$ cat src/rtl/button_debounce_pkg.sv
// Shared state encoding for the push-button debouncer.
// Latency: n/a. Backpressure: n/a.
package button_debounce_pkg;

    typedef enum logic [1:0] {
        IDLE         = 2'd0,
        PRESS_WAIT   = 2'd1,
        PRESSED      = 2'd2,
        RELEASE_WAIT = 2'd3
    } btn_state_t;

endpackage

$ cat src/rtl/button_debounce_sync_2ff.sv
// Two-flop synchronizer for one asynchronous pin, resetting to a caller-chosen level.
// Latency: 2 clk edges. Backpressure: none.
module sync_2ff (
    input  logic clk,
    input  logic rst,
    input  logic d,
    input  logic rst_val,
    output logic q
);

    logic meta;

    always_ff @(posedge clk) begin
        if (rst) begin
            meta <= rst_val;
            q    <= rst_val;
        end else begin
            meta <= d;
            q    <= meta;
        end
    end

endmodule

$ cat src/rtl/button_debounce.sv
// Debounces a raw button pin into a clean level, press/release/long strobes and a press count.
// Latency: level and strobes change DEBOUNCE_CYCLES+2 edges after the pin settles. Backpressure: none.
module button_debounce
    import button_debounce_pkg::*;
#(
    parameter int ACTIVE_LOW        = 1,
    parameter int DEBOUNCE_CYCLES   = 100,
    parameter int LONG_PRESS_CYCLES = 10000
) (
    input  logic       clk,
    input  logic       rst,
    input  logic       btn_in,
    output logic       btn_level,
    output logic       press_pulse,
    output logic       release_pulse,
    output logic       long_pulse,
    output logic [7:0] press_count
);

    localparam int DW = $clog2(DEBOUNCE_CYCLES);
    localparam int HW = $clog2(LONG_PRESS_CYCLES + 1);
    localparam logic [DW-1:0] DBC_ONE   = DW'(1);
    localparam logic [DW-1:0] DBC_LAST  = DW'(DEBOUNCE_CYCLES - 1);
    localparam logic [HW-1:0] HOLD_MAX  = HW'(LONG_PRESS_CYCLES);
    localparam logic [HW-1:0] HOLD_LONG = HW'(LONG_PRESS_CYCLES - 1);
    localparam logic PIN_RELEASED = (ACTIVE_LOW != 0);

    logic          pin_sync;
    logic          s;
    btn_state_t    state, state_n;
    logic [DW-1:0] dbc, dbc_n;
    logic [HW-1:0] hold, hold_n;
    logic          long_done, long_done_n;
    logic          hold_inc;
    logic          level_n, press_n, release_n, long_n;
    logic [7:0]    count_n;

    sync_2ff u_sync (
        .clk     (clk),
        .rst     (rst),
        .d       (btn_in),
        .rst_val (PIN_RELEASED),
        .q       (pin_sync)
    );

    assign s = (ACTIVE_LOW != 0) ? ~pin_sync : pin_sync;

    always_comb begin
        state_n     = state;
        dbc_n       = dbc;
        hold_n      = hold;
        long_done_n = long_done;
        hold_inc    = 1'b0;
        level_n     = btn_level;
        press_n     = 1'b0;
        release_n   = 1'b0;
        long_n      = 1'b0;
        count_n     = press_count;

        case (state)
            IDLE: begin
                if (s) begin
                    state_n = PRESS_WAIT;
                    dbc_n   = DBC_ONE;
                end
            end
            PRESS_WAIT: begin
                if (!s) begin
                    state_n = IDLE;
                    dbc_n   = '0;
                end else if (dbc == DBC_LAST) begin
                    state_n     = PRESSED;
                    dbc_n       = '0;
                    press_n     = 1'b1;
                    level_n     = 1'b1;
                    count_n     = press_count + 8'd1;
                    hold_n      = '0;
                    long_done_n = 1'b0;
                end else begin
                    dbc_n = dbc + 1'b1;
                end
            end
            PRESSED: begin
                if (s) begin
                    hold_inc = 1'b1;
                end else begin
                    state_n = RELEASE_WAIT;
                    dbc_n   = DBC_ONE;
                end
            end
            RELEASE_WAIT: begin
                // Returning to held counts as a held cycle so a glitch costs only its own length.
                if (s) begin
                    state_n  = PRESSED;
                    hold_inc = 1'b1;
                end else if (dbc == DBC_LAST) begin
                    state_n   = IDLE;
                    dbc_n     = '0;
                    release_n = 1'b1;
                    level_n   = 1'b0;
                end else begin
                    dbc_n = dbc + 1'b1;
                end
            end
            default: state_n = IDLE;
        endcase

        if (hold_inc) begin
            if (hold != HOLD_MAX) begin
                hold_n = hold + 1'b1;
            end
            if (hold_n == HOLD_LONG && !long_done) begin
                long_n      = 1'b1;
                long_done_n = 1'b1;
            end
        end
    end

    always_ff @(posedge clk) begin
        if (rst) begin
            state         <= IDLE;
            dbc           <= '0;
            hold          <= '0;
            long_done     <= 1'b0;
            btn_level     <= 1'b0;
            press_pulse   <= 1'b0;
            release_pulse <= 1'b0;
            long_pulse    <= 1'b0;
            press_count   <= '0;
        end else begin
            state         <= state_n;
            dbc           <= dbc_n;
            hold          <= hold_n;
            long_done     <= long_done_n;
            btn_level     <= level_n;
            press_pulse   <= press_n;
            release_pulse <= release_n;
            long_pulse    <= long_n;
            press_count   <= count_n;
        end
    end

endmodule
$ cat config.mk
export PLATFORM = sky130hd
export DESIGN_NAME = button_debounce
export DESIGN_NICKNAME = d
export VERILOG_FILES = /design/src/rtl/button_debounce_pkg.sv /design/src/rtl/button_debounce_sync_2ff.sv /design/src/rtl/button_debounce.sv
export SDC_FILE = /design/constraint.sdc
export NUM_CORES = 1
export LEC_CHECK = 0
export BUFFER_PORTS_ARGS = -buffer_cell sky130_fd_sc_hd__buf_4
export CAP_MARGIN = 25
export CORE_MARGIN = 2
export CORE_UTILIZATION = 32
export DETAILED_ROUTE_END_ITERATION = 10
export PLACE_DENSITY_LB_ADDON = 0.05
export SLEW_MARGIN = 40
export SYNTH_ARGS = -nofsm -noshare
export SYNTH_HDL_FRONTEND = slang
export SYNTH_SLANG_ARGS = --single-unit
export TNS_END_PERCENT = 50
$ cat constraint.sdc
create_clock -name clk -period 3.1 [get_ports clk]
set_input_delay 0.31 -clock clk [delete_from_list [all_inputs] [get_ports clk]]
set_output_delay 0.31 -clock clk [all_outputs]
set_load 0.01 [all_outputs]
==> run metrics <==
fraction of registers with async set or reset after synthesis 0; DP Wirelength approximately 3300 um; vias per cell between 5 and 6; Critical Path Fanout Max 7; Synth area leaders dfxtp_1, nor2_1, a21oi_1; Buf/Inv on CP 0; total number of vias between 1500 and 2000; largest net degree at the start of global routing 39; f_max approximately 0.46 GHz; relative slew slack 0.627; Seq cells post-synth 38; Die Y roughly 83 um; Register Area between 700 and 800 um2; initial antenna violation count 0; Max-Cap Viols 0; RSZ-0062 raised after global routing no; met3 WL ~110 um; area grow syn2layout 12.6%; R2R setup slack approximately 0.9 ns; maximum vdd drop ~0.25 mV; EDFF count, synth 0; # IOs 15; clock sinks 38; crit end category register; Final setup viols 0; fin crit period between 2 and 2.5 ns; number of global-route vias before repair between 1500 and 2000; status finished clean; Pre-Repair DR Iteration Count 4; synthesized area per cell slightly above 8 um2; CP arrival about 2.4 ns; Reg clk slew, reported paths approximately 0.080 ns; max-slew violations 0; final wirelength 4790 um; Placed Area 2160 um2; total negative setup slack 0 ns; number of diodes 0; Max Used Layer met4; Main synth FF type dfxtp_1; Wirelength per Cell between 10 and 15 um; Final Hold Vio Count 0; highest cell delay on the worst timing path between 0.6 and 0.7 ns; setup bufs post-CTS 0; PwrDens roughly 420 nW/um2; Multi-input gate area roughly 1200 um2; # rows 28; # nets final 260; later-pin clock latency in the skew report 0.29 ns; CP Launch Type register; clock buffer depth 2; total CTS buffers 5; final period utilization 0.708; CTS Root Cell clkbuf_8; post-CTS sizing 0; Yosys top cell area share 0.377; H-tree Lvls 2; Synth Cell Area 2020 um2; Initial Utilization 0.335; Yosys top cell by area dfxtp_1; kind of critical path reg2reg; GRT overflow 0; Critical Path, Cell by Cell or4b_4 -> or4_1 -> or3_1 -> a21oi_1; syn_nets around 260; Lkg Pwr 0.759 nW; first-pass GRT wire length a little over 8000 um; CP max stage cell or4_1; hold_buf cts 0; TritonCTS clock tree done; initial drt markers 73; GP Congestion slightly below 0.8; synth unique cells 51; Post-route DRC 0; post-synthesis cell count about 250; Post-Route Skew between 0.006 and 0.007 ns; top cell family by delay on the critical path simple AND/OR/NAND/NOR gates; met1 wire length 2420 um; met2 WL post-DR 2230 um; filler instances ~650; sequential element share of the synthesized area 0.377; final instance area around 2300 um2; die width between 80 and 90 um; Port Buffer Count 14; worst hold path type in2reg; GRT Util Overall 0.145; Routed Antenna Nets 0; Core ar. roughly 6000 um2; worst slew pin tran ~0.55 ns; share of cells above drive strength 1 0.134; Critical Path RT about 3.3 ns; Synth warnings 0; full die area slightly below 7000 um2
flip-flops by register name, summed over array words and instances (netlist names), named ones only:
register,count
btn_level,1
dbc,7
hold,14
long_done,1
long_pulse,1
press_count,8
press_pulse,1
release_pulse,1
state,1
u_sync.meta,1
u_sync.q,1
worst paths after layout:
path,start,endpoint,cells after the start
worst max-delay path,dbc[5],press_count[3],4
worst min-delay path,btn_in,u_sync.meta,2
worst max register to register,dbc[5],press_count[3],4
worst min register to register,u_sync.meta,u_sync.q,1
per-layer routing:
layer / GRT usage / vias up
li1: - / 920
met1: 0.191 / 839
met2: 0.238 / 15
met3: 0.0388 / 2
met4: 0.0323 / 0
met5: 0 / -
cell usage after synthesis (all sizes together), types with 2 or more instances:
master  number
dfxtp       38
nor2        32
a21oi       19
nand2       19
clkbuf      16
nor3        10
nand4        9
nand3        8
o21ai        8
a311oi       6
nand2b       5
xor2         5
a22oi        4
and3         4
ha           4
inv          4
nor3b        4
a41oi        3
mux2         3
mux2i        3
nor4         3
or2          3
or3          3
or4b         3
xnor2        3
a31oi        2
and2         2
and4         2
nand3b       2
nor2b        2
nor4bb       2
o31ai        2
or4          2
cell usage in the layout, fill, tap and decap left out, drive strengths merged, types with 5 or more instances in the layout:
master and n:
clkbuf 6, nor3 10, nor2 32, a21oi 19, nand4 9, o21ai 8
nand3 8, nand2 19, buf 14, xor2 5, a311oi 6, dfxtp 38
nand2b 5
where the power goes:
group	internal [W]	switching [W]	leakage (nW)	total, W
Combinational	0.00000906	0.0000137	0.394	0.0000228
Sequential	0.000491	0.00000495	0.307	0.000496
Clock	0.000258	0.000173	0.0573	0.000431
Total	0.000758	0.000192	0.759	0.000950
final cells by class:
type,instances,area share
clock buffers,6,0.0363
clock inverters,1,0.0132
inverters,4,0.00660
multi-input cells,190,0.522
flip-flops and latches,38,0.334
well taps,75,0.0413
repair buffers,14,0.0462
kinds of logic after synthesis:
family | count (synthesis) | share of synthesized area
AND/OR/NAND/NOR | 118 | 0.319
XOR/XNOR | 8 | 0.0347
adder cells (fa/ha/maj) | 4 | 0.0248
buffers and inverters | 21 | 0.0396
flip-flops | 38 | 0.377
AO/OA/AOI/OAI | 54 | 0.173
multiplexers | 6 | 0.0316
stage by stage:
step	hold slack (ns)	setup slack, ns	util	cells	total power [W]
after floorplan	0.389	1.09	-	249	0.000522
after global placement	0.393	0.932	0.357	321	0.000531
after detailed placement	0.396	0.925	0.358	321	0.000530
after CTS	0.190	0.904	0.377	328	0.000968
after global routing	0.189	0.693	0.377	328	0.000996
final	0.199	0.907	0.377	328	0.000950
(Power assumes the default switching activity.)
